==> src/rtl/seven_segment_scanner.sv <==
// Multiplexed 7-segment + DP display driver.
// Owns the digit scan timing, dead time between digits, PWM brightness and
// per-digit blink. New content arrives over a valid/ready handshake into a
// pending buffer and is promoted to the active buffer only at a frame
// boundary, so a frame is never drawn with mixed content.
module seven_segment_scanner #(
  parameter int   NUMBER_OF_DIGITS = 4,
  parameter logic CATHODE_COMMON   = 1'b1,
  parameter int   SCAN_DIVIDER     = 1000,
  parameter int   BLANK_CYCLES     = 16,
  parameter int   BRIGHTNESS_BITS  = 4,
  parameter int   BLINK_FRAMES     = 64
) (
  input  logic                        clock,
  input  logic                        reset_n,
  input  logic                        update_valid,
  output logic                        update_ready,
  input  logic [5:0]                  digits [0:NUMBER_OF_DIGITS-1],
  input  logic [BRIGHTNESS_BITS-1:0]  brightness,
  input  logic [NUMBER_OF_DIGITS-1:0] blink_mask,
  output logic [7:0]                  segment_out,
  output logic [NUMBER_OF_DIGITS-1:0] digit_selector_out,
  output logic                        frame_done
);

  localparam int SLOT_W = $clog2(SCAN_DIVIDER);
  localparam int DIG_W  = (NUMBER_OF_DIGITS > 1) ? $clog2(NUMBER_OF_DIGITS) : 1;
  localparam int FRM_W  = $clog2(BLINK_FRAMES + 1);

  localparam logic [SLOT_W-1:0] SLOT_LAST = SLOT_W'(SCAN_DIVIDER - 1);
  localparam logic [DIG_W-1:0]  DIG_LAST  = DIG_W'(NUMBER_OF_DIGITS - 1);
  localparam logic [FRM_W-1:0]  FRM_LAST  = FRM_W'(BLINK_FRAMES - 1);
  localparam logic [31:0]       BLANK_U   = 32'(BLANK_CYCLES);

  localparam logic [7:0] SEG_OFF = CATHODE_COMMON ? 8'h00 : 8'hFF;
  localparam logic [NUMBER_OF_DIGITS-1:0] SEL_OFF =
    CATHODE_COMMON ? {NUMBER_OF_DIGITS{1'b1}} : {NUMBER_OF_DIGITS{1'b0}};

  // Hex nibble to {g,f,e,d,c,b,a}, active-high.
  function automatic logic [6:0] hex_to_seg(input logic [3:0] h);
    case (h)
      4'h0:    hex_to_seg = 7'h3F;
      4'h1:    hex_to_seg = 7'h06;
      4'h2:    hex_to_seg = 7'h5B;
      4'h3:    hex_to_seg = 7'h4F;
      4'h4:    hex_to_seg = 7'h66;
      4'h5:    hex_to_seg = 7'h6D;
      4'h6:    hex_to_seg = 7'h7D;
      4'h7:    hex_to_seg = 7'h07;
      4'h8:    hex_to_seg = 7'h7F;
      4'h9:    hex_to_seg = 7'h6F;
      4'hA:    hex_to_seg = 7'h77;
      4'hB:    hex_to_seg = 7'h7C;
      4'hC:    hex_to_seg = 7'h39;
      4'hD:    hex_to_seg = 7'h5E;
      4'hE:    hex_to_seg = 7'h79;
      default: hex_to_seg = 7'h71;
    endcase
  endfunction

  // Map an active-high segment pattern onto the board polarity.
  function automatic logic [7:0] seg_pins(input logic [7:0] s);
    seg_pins = CATHODE_COMMON ? s : ~s;
  endfunction

  // Map a one-hot (active-high) digit select onto the board polarity.
  function automatic logic [NUMBER_OF_DIGITS-1:0] sel_pins(
    input logic [NUMBER_OF_DIGITS-1:0] s);
    sel_pins = CATHODE_COMMON ? ~s : s;
  endfunction

  // Scan and blink state
  logic [SLOT_W-1:0] slot_count_q,  slot_count_d;
  logic [DIG_W-1:0]  digit_index_q, digit_index_d;
  logic [FRM_W-1:0]  frame_count_q, frame_count_d;
  logic              blink_phase_q, blink_phase_d;

  // Double buffer
  logic                        pend_flag_q, pend_flag_d;
  logic [5:0]                  pend_digits_q [0:NUMBER_OF_DIGITS-1];
  logic [5:0]                  pend_digits_d [0:NUMBER_OF_DIGITS-1];
  logic [BRIGHTNESS_BITS-1:0]  pend_bright_q, pend_bright_d;
  logic [NUMBER_OF_DIGITS-1:0] pend_blink_q,  pend_blink_d;
  logic [5:0]                  act_digits_q  [0:NUMBER_OF_DIGITS-1];
  logic [5:0]                  act_digits_d  [0:NUMBER_OF_DIGITS-1];
  logic [BRIGHTNESS_BITS-1:0]  act_bright_q,  act_bright_d;
  logic [NUMBER_OF_DIGITS-1:0] act_blink_q,   act_blink_d;

  // Registered pins
  logic [7:0]                  seg_q, seg_d;
  logic [NUMBER_OF_DIGITS-1:0] sel_q, sel_d;
  logic                        frame_done_q, frame_done_d;

  logic slot_wrap, frame_boundary, xfer;
  logic [5:0]                  cur_digit;
  logic [BRIGHTNESS_BITS-1:0]  on_low;
  logic [NUMBER_OF_DIGITS-1:0] onehot;
  logic                        in_blank, pwm_on, blinked, lit;

  // Slot/digit scan counters and the frame-based blink timer.
  always_comb begin
    slot_wrap      = (slot_count_q == SLOT_LAST);
    frame_boundary = slot_wrap && (digit_index_q == DIG_LAST);
    slot_count_d   = slot_wrap ? '0 : slot_count_q + 1'b1;
    digit_index_d  = digit_index_q;
    frame_count_d  = frame_count_q;
    blink_phase_d  = blink_phase_q;
    if (slot_wrap) begin
      digit_index_d = (digit_index_q == DIG_LAST) ? '0 : digit_index_q + 1'b1;
    end
    if (frame_boundary) begin
      if (frame_count_q == FRM_LAST) begin
        frame_count_d = '0;
        blink_phase_d = ~blink_phase_q;
      end else begin
        frame_count_d = frame_count_q + 1'b1;
      end
    end
  end

  // Handshake into pending; promote pending to active only on a frame boundary.
  always_comb begin
    xfer          = update_valid && !pend_flag_q;
    pend_flag_d   = pend_flag_q;
    pend_bright_d = pend_bright_q;
    pend_blink_d  = pend_blink_q;
    act_bright_d  = act_bright_q;
    act_blink_d   = act_blink_q;
    for (int i = 0; i < NUMBER_OF_DIGITS; i++) begin
      pend_digits_d[i] = pend_digits_q[i];
      act_digits_d[i]  = act_digits_q[i];
    end
    if (frame_boundary && pend_flag_q) begin
      pend_flag_d  = 1'b0;
      act_bright_d = pend_bright_q;
      act_blink_d  = pend_blink_q;
      for (int i = 0; i < NUMBER_OF_DIGITS; i++) begin
        act_digits_d[i] = pend_digits_q[i];
      end
    end
    // A transfer can only happen while pending is empty, so it never
    // collides with the promotion above.
    if (xfer) begin
      pend_flag_d   = 1'b1;
      pend_bright_d = brightness;
      pend_blink_d  = blink_mask;
      for (int i = 0; i < NUMBER_OF_DIGITS; i++) begin
        pend_digits_d[i] = digits[i];
      end
    end
  end

  // Decide whether the current digit is lit this clock and build the pin values.
  always_comb begin
    cur_digit = act_digits_q[digit_index_q];
    in_blank  = (32'(slot_count_q) < BLANK_U);
    // Difference is only meaningful outside the dead time; low bits drive the PWM.
    on_low    = BRIGHTNESS_BITS'(32'(slot_count_q) - BLANK_U);
    pwm_on    = (on_low < act_bright_q);
    blinked   = act_blink_q[digit_index_q] && blink_phase_q;
    lit       = !in_blank && pwm_on && cur_digit[5] && !blinked;
    onehot    = NUMBER_OF_DIGITS'(1) << digit_index_q;
    seg_d     = SEG_OFF;
    sel_d     = SEL_OFF;
    if (lit) begin
      seg_d = seg_pins({cur_digit[4], hex_to_seg(cur_digit[3:0])});
      sel_d = sel_pins(onehot);
    end
    frame_done_d = frame_boundary;
  end

  // Scan counters and blink state.
  always_ff @(posedge clock or negedge reset_n) begin
    if (!reset_n) begin
      slot_count_q  <= '0;
      digit_index_q <= '0;
      frame_count_q <= '0;
      blink_phase_q <= 1'b0;
    end else begin
      slot_count_q  <= slot_count_d;
      digit_index_q <= digit_index_d;
      frame_count_q <= frame_count_d;
      blink_phase_q <= blink_phase_d;
    end
  end

  // Pending and active display buffers; reset leaves every digit disabled.
  always_ff @(posedge clock or negedge reset_n) begin
    if (!reset_n) begin
      pend_flag_q   <= 1'b0;
      pend_bright_q <= '0;
      pend_blink_q  <= '0;
      act_bright_q  <= '0;
      act_blink_q   <= '0;
      for (int i = 0; i < NUMBER_OF_DIGITS; i++) begin
        pend_digits_q[i] <= '0;
        act_digits_q[i]  <= '0;
      end
    end else begin
      pend_flag_q   <= pend_flag_d;
      pend_bright_q <= pend_bright_d;
      pend_blink_q  <= pend_blink_d;
      act_bright_q  <= act_bright_d;
      act_blink_q   <= act_blink_d;
      for (int i = 0; i < NUMBER_OF_DIGITS; i++) begin
        pend_digits_q[i] <= pend_digits_d[i];
        act_digits_q[i]  <= act_digits_d[i];
      end
    end
  end

  // Output registers so the pins are glitch-free.
  always_ff @(posedge clock or negedge reset_n) begin
    if (!reset_n) begin
      seg_q        <= SEG_OFF;
      sel_q        <= SEL_OFF;
      frame_done_q <= 1'b0;
    end else begin
      seg_q        <= seg_d;
      sel_q        <= sel_d;
      frame_done_q <= frame_done_d;
    end
  end

  assign update_ready       = !pend_flag_q;
  assign segment_out        = seg_q;
  assign digit_selector_out = sel_q;
  assign frame_done         = frame_done_q;

endmodule

==> config.mk <==
export PLATFORM = sky130hd
export DESIGN_NAME = seven_segment_scanner
export DESIGN_NICKNAME = d
export VERILOG_FILES = /design/src/rtl/seven_segment_scanner.sv
export SDC_FILE = /design/constraint.sdc
export NUM_CORES = 1
export LEC_CHECK = 0
export ABC_CLOCK_PERIOD_IN_PS = 2200
export CAP_MARGIN = 10
export CELL_PAD_IN_SITES_DETAIL_PLACEMENT = 0
export CELL_PAD_IN_SITES_GLOBAL_PLACEMENT = 2
export CORE_AREA = 2 2 79 156
export DETAILED_ROUTE_END_ITERATION = 6
export DIE_AREA = 0 0 81 158
export PLACE_DENSITY_LB_ADDON = 0.1
export SLEW_MARGIN = 40
export SYNTH_ARGS = -nofsm -noshare
export SYNTH_HDL_FRONTEND = slang
export SYNTH_SLANG_ARGS = --single-unit
==> constraint.sdc <==
create_clock -name clock -period 2.2 [get_ports clock]
set_input_delay 0.44 -clock clock [delete_from_list [all_inputs] [get_ports clock]]
set_output_delay 0.44 -clock clock [all_outputs]
set_load 0.01 [all_outputs]
==> results of run 1 <==
==> critical path, delay by kind of cell, from the launching register on <==
family          cells  cell delay, ns
mux                 1            0.70
flops               1            0.46
fa+ha+maj           1            0.24
simple gates        2            0.20
compound gates      1            0.20
buf+inv             1            0.13
==> routing by layer <==
layer,up-vias,share of wire,wire length [um],GRT usage
li1,1260,-,-,-
met1,1297,0.41,3428,0.1718
met2,31,0.55,4523,0.2578
met3,7,0.021,171,0.03535
met4,0,0.019,155,0.05892
met5,-,0,0,0
==> synth_stat cells, types with 4 or more instances <==
| cell | count | area [um2] |
|---|---|---|
| sky130_fd_sc_hd__inv_1 | 12 | 45.04 |
| sky130_fd_sc_hd__nor3_1 | 5 | 25.02 |
| sky130_fd_sc_hd__dfrtp_1 | 94 | 2352 |
| sky130_fd_sc_hd__dfstp_2 | 4 | 105.1 |
| sky130_fd_sc_hd__o21ai_0 | 9 | 45.04 |
| sky130_fd_sc_hd__mux4_1 | 4 | 105.1 |
| sky130_fd_sc_hd__mux2_4 | 31 | 465.5 |
| sky130_fd_sc_hd__nor2_1 | 14 | 52.55 |
| sky130_fd_sc_hd__buf_6 | 6 | 67.56 |
| sky130_fd_sc_hd__nand3_1 | 8 | 40.04 |
| sky130_fd_sc_hd__mux2_2 | 32 | 360.4 |
| sky130_fd_sc_hd__xnor2_1 | 10 | 87.58 |
| sky130_fd_sc_hd__nand2_1 | 21 | 78.83 |
| sky130_fd_sc_hd__ha_1 | 14 | 175.2 |
==> kinds of logic (layout without fill, tap and decap cells) <==
| logic type | Yosys count | after routing | share of synthesized area |
|---|---|---|---|
| fa+ha+maj | 14 | 14 | 0.03878 |
| compound gates | 28 | 28 | 0.04793 |
| buf+inv | 26 | 89 | 0.03296 |
| xor+xnor | 13 | 13 | 0.02521 |
| mux | 75 | 75 | 0.2330 |
| flops | 98 | 98 | 0.5440 |
| simple gates | 67 | 67 | 0.07812 |
==> layout make-up <==
type / count / area (um2)
Fill cell: 1120 / 6125
Sequential cell: 98 / 2459
Multi-Input combinational cell: 197 / 1918
Timing Repair Buffer: 61 / 613.1
Clock buffer: 10 / 229.0
Tap cell: 145 / 181.4
Clock inverter: 5 / 56.30
Inverter: 13 / 50.05
==> how the worst max path moves through the flow <==
stage | slack (ns) | to | from
after CTS | 0.04 | segment_out[4] | digit_index_q[0]
final | 0.17 | segment_out[4] | digit_index_q[0]
after floorplan | 0.27 | segment_out[6] | digit_index_q[0]
after global routing | 0.002 | segment_out[4] | digit_index_q[0]
after detailed placement | 0.06 | segment_out[4] | digit_index_q[0]
after global placement | 0.1 | segment_out[5] | digit_index_q[0]
==> per-stage QoR <==
| step | util | worst slack (ns) | instance area [um2] | hold slack [ns] | cells |
|---|---|---|---|---|---|
| floorplan | - | 0.2710 | 4517 | 0.1444 | 321 |
| global placement | 0.4477 | 0.09894 | 5207 | 0.4130 | 513 |
| detailed placement | 0.4477 | 0.06343 | 5207 | 0.4173 | 513 |
| CTS | 0.4722 | 0.04278 | 5493 | 0.04372 | 528 |
| global route | 0.4734 | 0.002394 | 5507 | 0.06428 | 529 |
| finish | 0.4734 | 0.1723 | 5507 | 0.03648 | 529 |
==> flip-flops by register name, summed over array words and instances (netlist names), 2 cells and up <==
signal	flops
pend_digits_q	24
pend_bright_q	4
act_digits_q	24
act_bright_q	4
slot_count_q	10
digit_selector_out	4
segment_out	8
digit_index_q	2
pend_blink_q	4
act_blink_q	4
frame_count_q	7
==> where the power goes <==
| part | leakage, nW | total, mW | internal, mW | switching [mW] |
|---|---|---|---|---|
| clock network | 0.138 | 1.54 | 0.874 | 0.665 |
| registers | 1.27 | 1.92 | 1.88 | 0.0429 |
| logic | 1.10 | 0.170 | 0.112 | 0.0580 |
==> layout by cell type (no fill, tap or decap), drive strengths merged, types with 2 or more instances in the layout <==
master	netlist	layout
a211oi	2	2
a21oi	3	3
a221oi	3	3
a41oi	2	2
and2	2	2
and3	2	2
buf	11	14
clkbuf	2	10
clkdlybuf4s50	0	47
clkinv	1	4
dfrtp	94	94
dfstp	4	4
ha	14	14
inv	12	12
mux2	66	66
mux2i	2	2
mux4	7	7
nand2	23	23
nand2b	2	2
nand3	8	8
nand4	2	2
nor2	14	14
nor2b	3	3
nor3	5	5
nor4	2	2
o21ai	9	9
or4	2	2
xnor2	10	10
xor2	3	3
==> repair_timing <==
item	4_1_cts	5_1_grt
setup endpoints to repair	0	5
gates resized for setup	0	3
buffers inserted	0	1
==> impl_results.md, run 1 <==
- CP max-delay cell: sky130_fd_sc_hd__mux4_1
- H-tree depth: 3
- Peak clock frequency supported by timing: 0.4932 GHz
- Clock tree sinks: 98
- Row count: 56
- Maximum vdd ir drop: 461.2 uV
- Worst slew margin relative to its limit: 0.6657
- Area of the mapped netlist: 4517 um2
- Asr flop ratio synth: 1.000
- Final Slew Violations: 0
- Max-capacitance violation count: 0
- Max Buffers Root-to-Sink: 2
- Required time of the critical path: 2.45 ns
- Sequential cell area fraction in the yosys report: 0.5440
- Largest stage delay, worst path: 0.70 ns
- Static leakage: 2.514 nW
- Fraction of final layout cells with drive strength greater than 1: 0.2969
- Largest net degree at the start of global routing: 52
- Number of vias after detailed routing: 2,595
- GRT Util Overall: 0.1481
- IO Port Bufs: 48
- Dominant register cell in the synthesized netlist: sky130_fd_sc_hd__dfrtp_1
- Syn-to-layout area delta: 21.91%
- Number of design-rule violations left by the first detailed-router iteration: 74
- Final period util: 0.9217
- RSZ-0062 raised after global routing: no
- Clock buffer count from CTS: 9
- Clock network latency to the later pin of the worst-skew pair: 0.34 ns
- Buffer type at the clock tree root: sky130_fd_sc_hd__clkbuf_16
- Min Tclk post-route: 2.028 ns
- Number of warning messages in the yosys log: 0
- Post-DP HPWL: 6162 um
- Crit Reg-Reg Startpoint: digit_index_q[0]
- Endpoint of the most critical register-to-register path: segment_out[4]
- WL/cell: 15.65 um
- Count of state elements after synthesis: 98
- Total of hold buffers inserted after clock tree synthesis: 0
- Final hold violations: 0
- Overall overflow remaining after global route: 0
- Status: finished clean
- Initial Utilization: 0.3883
- Count of final setup violators: 0
- RD Place Congestion: 0.7700
- Total power per unit cell area: 659.2 nW/um2
- Number of cells on the worst reg-to-reg path: 6
- Initial antenna violation count: 0
- Worst hold path type: input pin to asynchronous set/reset pin
- Clock slew at reported path FFs: 0.07 ns
- Cell count after synthesis: 321
- Number of enable flip-flop cells after synthesis: 0
- Die Y-Extent: 158 um
- Arrival time of the worst setup path: 2.28 ns
- Maximum fanout encountered on the critical timing path: 7
- Number of iterations in the first detailed-routing pass: 3
- Die width: 81 um
- Via density per instance: 4.905
- R2r setup slk: 0.17 ns
- Post-layout net count: 429
- Total Power: 3.630 mW
- Net count of the mapped netlist: 370
- Worst clock skew on the final layout: 0.008456 ns
- Sum Neg Setup Slack: 0 ns
- Type of the worst setup path: flip-flop to flip-flop
- Synthesized area per cell: 14.07 um2
- Clock tree from TritonCTS: yes
- Die footprint: 12,800 um2
- Number of top-level pins: 49
- Critical Path Start Type: flip-flop
- Distinct cell type count after synthesis: 50
- Critical path endpoint category: flip-flop
- First-pass GRT wire length: 14,210 um
- Core box area: 11,630 um2
- Cell-by-cell trace of the critical path: mux4_1, inv_1, ha_1, and2b_1, nor3_1, a211oi_2
- DRC violation count after routing: 0
- ANT nets after route: 0
- Diode count: 0
- Total length of routed wires: 8280 um
- Worst-Margin Slew: 0.4974 ns
- Vias in the first global route: 2,816
No activity file was read; power rests on OpenSTA's default activity.
==> run 2, diff against run 1 <==
--- a/config.mk
+++ b/config.mk
@@ -12,6 +12,7 @@
 export CORE_AREA = 2 2 79 156
 export DETAILED_ROUTE_END_ITERATION = 6
 export DIE_AREA = 0 0 81 158
+export GPL_TIMING_DRIVEN = 0
 export PLACE_DENSITY_LB_ADDON = 0.1
 export SLEW_MARGIN = 40
 export SYNTH_ARGS = -nofsm -noshare
==> run 2 against run 1 <==
  * Count of clock-buffer cells in the layout up 1
  * Worst setup slack lost 0.026 ns
  * Total power up 4.3%
  * Via count increased by 0.50%
  * Cell area is 0.95% higher
  * Hold slack better by 0.45 ns
  * Sequential share of layout area fell by 0.44 points
  * First-iteration DRC count is 11% higher
  * Sequential cell count stayed put
  * Clock skew hardly changed
  * Combinational power barely moved
  * Highest routed layer unchanged
==> impl_results.md, run 2 (synthesis gave the netlist of run 1 again) <==
- Status: finished clean
- Crit Reg-Reg Startpoint: slot_count_q[0]
- Maximum fanout encountered on the critical timing path: 10 (+3)
- Number of top-level pins: 49 (unchanged)
- Die footprint: 12,800 um2 (unchanged)
- Hold-critical path endpoint: pend_digits_q[17]
- Clock share of power: 0.447 (+0.023)
- Arrival time of the worst setup path: 2.27 ns (about the same)
- H-tree depth: 3 (unchanged)
- Fraction of power consumed by sequential logic: 0.507 (-0.022)
- Critical Path Start Type: flip-flop
- Total length of routed wires: 8465 um (+2.2%)
- Number of stages on the worst hold path: 1
- IO Port Bufs: 48 (unchanged)
- Diode count: 0 (unchanged)
- Vias in the first global route: 2,855 (+1.4%)
- Via density per instance: 4.884 (-0.44%)
- Count of final setup violators: 0 (unchanged)
- Max-capacitance violation count: 0 (unchanged)
- Hold Startpoint: pend_digits_q[17]
- Combinational power share: 0.046 (about the same)
- Final hold violations: 0 (unchanged)
- Number of design-rule violations left by the first detailed-router iteration: 82 (+11%)
- Worst slew margin relative to its limit: 0.5061 (-0.1596)
- Largest net degree at the start of global routing: 71 (+37%)
- Clock tree from TritonCTS: yes
- Die width: 81 um (unchanged)
- Cell-by-cell trace of the critical path: ha_2, nand2_1, nor4_4, nand2_2, clkinv_2, nand2_4, buf_6, mux2_4
- Number of iterations in the first detailed-routing pass: 4 (+1)
- Initial antenna violation count: 0 (unchanged)
- Registers with the most flip-flops: act_digits_q: 24 flops, pend_digits_q: 24 flops, slot_count_q: 10 flops
- CP max-delay cell: sky130_fd_sc_hd__dfrtp_1
- Peak clock frequency supported by timing: 0.4869 GHz (-1.3%)
- WL/cell: 15.85 um (+1.3%)
- Post-layout net count: 433 (+0.93%)
- Cell internal power dissipation: 3.017 mW (+5.4%)
- ANT nets after route: 0 (unchanged)
- Row count: 56 (unchanged)
- Buffers & Inverters on Critical Path: 2 (+1)
- Syn-to-layout area delta: 23.07%
- Clock tree sinks: 98 (unchanged)
- Fraction of power spent switching nets: 0.2029 (-0.008190)
- Most common library cell in the layout ignoring fill and taps: sky130_fd_sc_hd__dfrtp_1
- Number of inserted filler cells in the final layout: 1,119 (-0.089%)
- Min Tclk post-route: 2.054 ns (+0.02616 ns)
- Top Family by Delay on Critical Path: simple AND/OR/NAND/NOR gates
- Number of vias after detailed routing: 2,608 (+0.50%)
- Maximum vdd ir drop: 534.7 uV (+16%)
- Total Power: 3.785 mW (+4.3%)
- Die Y-Extent: 158 um (unchanged)
- Post-place setup slack: -0.2624 ns (-0.3259 ns)
- Clock network latency to the later pin of the worst-skew pair: 0.34 ns (about the same)
- Post-DP HPWL: 6174 um (+0.19%)
- Type of the worst setup path: flip-flop to flip-flop
- Initial Utilization: 0.3883 (unchanged)
- Reported net switching power: 767.9 uW (+0.22%)
- GRT Util Overall: 0.1512 (+0.003134)
- Number of cells on the worst reg-to-reg path: 8 (+2)
- Endpoint of the most critical register-to-register path: act_digits_q[7]
- Clock slew at reported path FFs: 0.07 ns (about the same)
- Required time of the critical path: 2.42 ns (-0.03 ns)
- Largest stage delay, worst path: 0.40 ns (-0.30 ns)
- DRC violation count after routing: 0 (unchanged)
- R2r setup slk: 0.15 ns (-0.03 ns)
- Worst clock skew on the final layout: 0.008148 ns (-0.0003080 ns)
- Max Buffers Root-to-Sink: 2 (unchanged)
- RD Place Congestion: 0.7284 (-5.4%)
- Overall overflow remaining after global route: 0 (unchanged)
- Static leakage: 2.527 nW (+0.53%)
- Buffer type at the clock tree root: sky130_fd_sc_hd__clkbuf_16
- Worst Setup Slack, final: 0.1461 ns (-0.02616 ns)
- Fraction of final layout cells with drive strength greater than 1: 0.2879 (-0.008957)
- First-pass GRT wire length: 14,420 um (+1.5%)
- RSZ-0062 raised after global routing: no
- Final period util: 0.9336 (+0.01189)
- Clock buffer count from CTS: 9 (unchanged)
- Total power per unit cell area: 680.8 nW/um2 (+3.3%)
- Most frequent cells in the layout: sky130_fd_sc_hd__dfrtp_1 (94), sky130_fd_sc_hd__clkdlybuf4s50_1 (47), sky130_fd_sc_hd__mux2_2 (32), sky130_fd_sc_hd__mux2_4 (31), sky130_fd_sc_hd__nand2_1 (21)
- Core box area: 11,630 um2 (unchanged)
- Final Slew Violations: 0 (unchanged)
- Worst hold path type: flip-flop to flip-flop
- Critical path endpoint category: flip-flop
- Worst-Margin Slew: 0.7341 ns (+0.2367 ns)
- WP depth: 8 (+2)
==> run 2: changes by cell type in the layout (fill, tap and decap cells not counted), moves of 2 or more <==
| cell | previous run | this run |
|---|---|---|
| sky130_fd_sc_hd__buf_4 | 11 | 4 |
| sky130_fd_sc_hd__buf_6 | 0 | 5 |
| sky130_fd_sc_hd__buf_1 | 0 | 3 |
| sky130_fd_sc_hd__buf_12 | 3 | 0 |
| sky130_fd_sc_hd__buf_8 | 0 | 2 |
==> run 2: how the worst max path moves through the flow <==
stage | from | end | slack (ns)
finish | slot_count_q[0] | act_digits_q[7] | 0.15
global route | digit_index_q[0] | segment_out[6] | 0.005
CTS | slot_count_q[0] | act_digits_q[7] | 0.02
detailed placement | update_valid | pend_digits_q[21] | -0.26
global placement | reset_n | pend_digits_q[5] | -3.05
floorplan | digit_index_q[0] | segment_out[6] | 0.27
==> run 2: final cells by class <==
cell class              instances  area (um2)  share of cell area
clock inverters                 5       77.57             0.01395
inverters                      13       50.05            0.009003
multi-input cells             197        1906              0.3428
repair buffers                 53       545.5             0.09813
flip-flops and latches         98        2457              0.4420
well taps                     145       181.4             0.03264
plain buffers                  12       98.84             0.01778
clock buffers                  11       242.7             0.04366
==> run 2: power by group through the flow <==
stage,Clock [mW],Combinational [mW],Sequential (mW)
3_5_place_dp,0,0.178,1.96
4_1_cts,1.73,0.180,1.92
3_3_place_gp,0,0.166,1.95
2_1_floorplan,0,0.0672,1.94
5_1_grt,1.80,0.194,1.93
6_report,1.69,0.173,1.92
==> run 2: stage by stage <==
stage                     TNS, ns  instances  hold slack (ns)  utilization  instance area, um2
after floorplan                 0        321           0.1444            -                4517
after global placement    -298.84        514           0.4719       0.4452                5179
after detailed placement   -6.201        515           0.3073       0.4480                5211
after CTS                       0        533           0.4946       0.4768                5545
after global routing            0        534           0.5110       0.4779                5559
final                           0        534           0.4879       0.4779                5559
==> run 2: metal layers <==
| metal | vias up | GRT usage | wire, um |
|---|---|---|---|
| li1 | 1256 | - | - |
| met1 | 1310 | 0.1788 | 3477 |
| met2 | 33 | 0.2664 | 4657 |
| met3 | 9 | 0.02281 | 180 |
| met4 | 0 | 0.06538 | 150 |
| met5 | - | 0 | 0 |
==> run 2: timing repair <==
item                                    4_1_cts  5_1_grt
setup buffers                                 1        2
endpoints found under the hold margin        28        0
gates cloned                                  0        0
hold buffers                                  1        0
resized for setup                             1        3
pin swaps                                     1        1
endpoints found under the setup margin        3       34
==> run 3, diff against run 2 <==
--- a/config.mk
+++ b/config.mk
@@ -14,7 +14,7 @@
 export DIE_AREA = 0 0 81 158
 export GPL_TIMING_DRIVEN = 0
 export PLACE_DENSITY_LB_ADDON = 0.1
-export SLEW_MARGIN = 40
+export SLEW_MARGIN = 10
 export SYNTH_ARGS = -nofsm -noshare
 export SYNTH_HDL_FRONTEND = slang
 export SYNTH_SLANG_ARGS = --single-unit
==> run 3 against run 2 <==
  * Total power is 1.3% lower
  * Hold slack worse by 0.44 ns
  * Clock power is 2% lower
  * Via count is 1.6% higher
  * Worst setup slack worse by 0.022 ns
  * Largest power group unchanged
==> impl_results.md, run 3 (synthesis gave the netlist of run 1 again) <==
- Fraction of final layout cells with drive strength greater than 1: 0.2959 (+0.008001)
- Status: finished clean
- Max-capacitance violation count: 0 (unchanged)
- First-pass GRT wire length: 14,440 um (+0.14%)
- Vias in the first global route: 2,873 (+0.63%)
- Via density per instance: 4.937 (+1.1%)
- Largest net degree at the start of global routing: 64 (-9.9%)
- WL/cell: 15.98 um (+0.80%)
- Overall overflow remaining after global route: 0 (unchanged)
- ANT nets after route: 0 (unchanged)
- Arrival time of the worst setup path: 2.30 ns (+0.03 ns)
- Maximum fanout encountered on the critical timing path: 10 (unchanged)
- Critical Path Start Type: flip-flop
- Endpoint of the most critical register-to-register path: act_digits_q[7]
- Core box area: 11,630 um2 (unchanged)
- Number of vias after detailed routing: 2,651 (+1.6%)
- Count of final setup violators: 0 (unchanged)
- Diode count: 0 (unchanged)
- Crit Reg-Reg Startpoint: slot_count_q[0]
- Post-place instance area: 5204 um2 (-0.14%)
- Initial antenna violation count: 0 (unchanged)
- Clock slew at reported path FFs: 0.07 ns (about the same)
- Registers with the most flip-flops: act_digits_q: 24 flops, pend_digits_q: 24 flops, slot_count_q: 10 flops
- DRC violation count after routing: 0 (unchanged)
- Clock network latency to the later pin of the worst-skew pair: 0.34 ns (about the same)
- Final period util: 0.9434 (+0.009861)
- Cell Count Post-Placement: 515 (unchanged)
- Post-layout net count: 436 (+0.69%)
- Final Slew Violations: 0 (unchanged)
- Critical path endpoint category: flip-flop
- H-tree depth: 3 (unchanged)
- Number of cells on the worst reg-to-reg path: 8 (unchanged)
- Max Buffers Root-to-Sink: 2 (unchanged)
- Clock tree sinks: 98 (unchanged)
- Post-route insts no fill: 537 (+0.56%)
- Clock buffer count from CTS: 9 (unchanged)
- IO Port Bufs: 48 (unchanged)
- Most common library cell in the layout ignoring fill and taps: sky130_fd_sc_hd__dfrtp_1
- Number of design-rule violations left by the first detailed-router iteration: 53 (-35%)
- Worst clock skew on the final layout: 0.006599 ns (-0.001549 ns)
- Total power per unit cell area: 671.9 nW/um2 (-1.3%)
- Maximum vdd ir drop: 452.7 uV (-15%)
- R2r setup slk: 0.12 ns (-0.02 ns)
- Number of top-level pins: 49 (unchanged)
- Number of iterations in the first detailed-routing pass: 4 (unchanged)
- RSZ-0062 raised after global routing: yes
- RD Place Congestion: 0.7284 (unchanged)
- Row count: 56 (unchanged)
- Type of the worst setup path: flip-flop to flip-flop
- Die Y-Extent: 158 um (unchanged)
- Required time of the critical path: 2.42 ns (about the same)
- Worst-Margin Slew: 0.7213 ns (-0.01274 ns)
- Total of hold buffers inserted after clock tree synthesis: 0 (-1)
- Static leakage: 2.526 nW (about the same)
- Total length of routed wires: 8581 um (+1.4%)
- Die footprint: 12,800 um2 (unchanged)
- Final hold violations: 0 (unchanged)
- GRT Util Overall: 0.1518 (+0.0005386)
- Buffer type at the clock tree root: sky130_fd_sc_hd__clkbuf_16
- Initial Utilization: 0.3883 (unchanged)
- Clock tree from TritonCTS: yes
- Worst slew margin relative to its limit: 0.5147 (+0.008568)
- Post-DP HPWL: 6117 um (-0.91%)
- Most frequent cells in the layout: sky130_fd_sc_hd__dfrtp_1 (94), sky130_fd_sc_hd__clkdlybuf4s50_1 (47), sky130_fd_sc_hd__mux2_2 (32), sky130_fd_sc_hd__mux2_4 (31), sky130_fd_sc_hd__nand2_1 (21)
- Die width: 81 um (unchanged)
- Post-route design area: 5563 um2 (about the same)
- Min Tclk post-route: 2.076 ns (+0.02169 ns)
- Syn-to-layout area delta: 23.16% (about the same)
- Peak clock frequency supported by timing: 0.4818 GHz (-1.0%)
- Worst hold path type: input pin to asynchronous set/reset pin
run 3: routing by layer:
layer  GRT usage  wire length, um  vias up
met4     0.06053              162        0
met2      0.2712             4817       39
li1            -                -     1266
met5           0                0        -
met3     0.02566              194        9
met1      0.1763             3407     1337
run 3: worst max-delay path by stage:
stage,startpoint,to,slack [ns],cells after the start
final,slot_count_q[0],act_digits_q[7],0.12,8
after global routing,slot_count_q[0],act_digits_q[7],-0.01,8
after CTS,digit_index_q[0],segment_out[6],0.004,6
after detailed placement,update_valid,pend_digits_q[21],-0.25,5
after global placement,reset_n,pend_digits_q[5],-3.05,1
after floorplan,digit_index_q[0],segment_out[6],0.27,6
run 3: stage by stage:
stage	setup slack, ns	total power [mW]	hold WS (ns)	TNS, ns	util
after global routing	-0.01167	3.878	0.08782	-0.05154	0.4783
after global placement	-3.048	2.118	0.4719	-298.84	0.4452
after detailed placement	-0.2488	2.132	0.4335	-5.952	0.4474
final	0.1244	3.737	0.05080	0	0.4783
after floorplan	0.2710	2.005	0.1444	0	-
after CTS	0.003552	3.786	0.06195	0	0.4745
run 3: what timing repair did:
item	in CTS	in global routing
buffers inserted	0	6
resized for setup	0	5
endpoints found under the setup margin	0	34
run 3: cell type report:
| class | instances | area, um2 |
|---|---|---|
| fill | 1116 | 6068 |
| inverter | 13 | 53.80 |
| sequential | 98 | 2457 |
| timing repair buffer | 55 | 550.5 |
| tap | 145 | 181.4 |
| clock buffer | 11 | 252.7 |
| buffer | 13 | 98.84 |
| multi-input combinational | 197 | 1906 |
| clock inverter | 5 | 62.56 |
run 3: where the power goes:
part           internal [mW]  leakage (nW)  total (mW)  switching [mW]
clock                  0.948         0.148        1.65           0.700
combinational          0.112          1.10       0.171          0.0588
sequential              1.88          1.27        1.92          0.0408
run 3: worst max-delay path, cell delays in order, from the launching register on:
cell and delay [ns]:
sky130_fd_sc_hd__dfrtp_1 0.40, sky130_fd_sc_hd__ha_2 0.22, sky130_fd_sc_hd__nand2_1 0.12, sky130_fd_sc_hd__nor4_4 0.35, sky130_fd_sc_hd__nand2_2 0.15, sky130_fd_sc_hd__clkinv_4 0.12
sky130_fd_sc_hd__nand2_4 0.10, sky130_fd_sc_hd__buf_6 0.19, sky130_fd_sc_hd__mux2_4 0.31
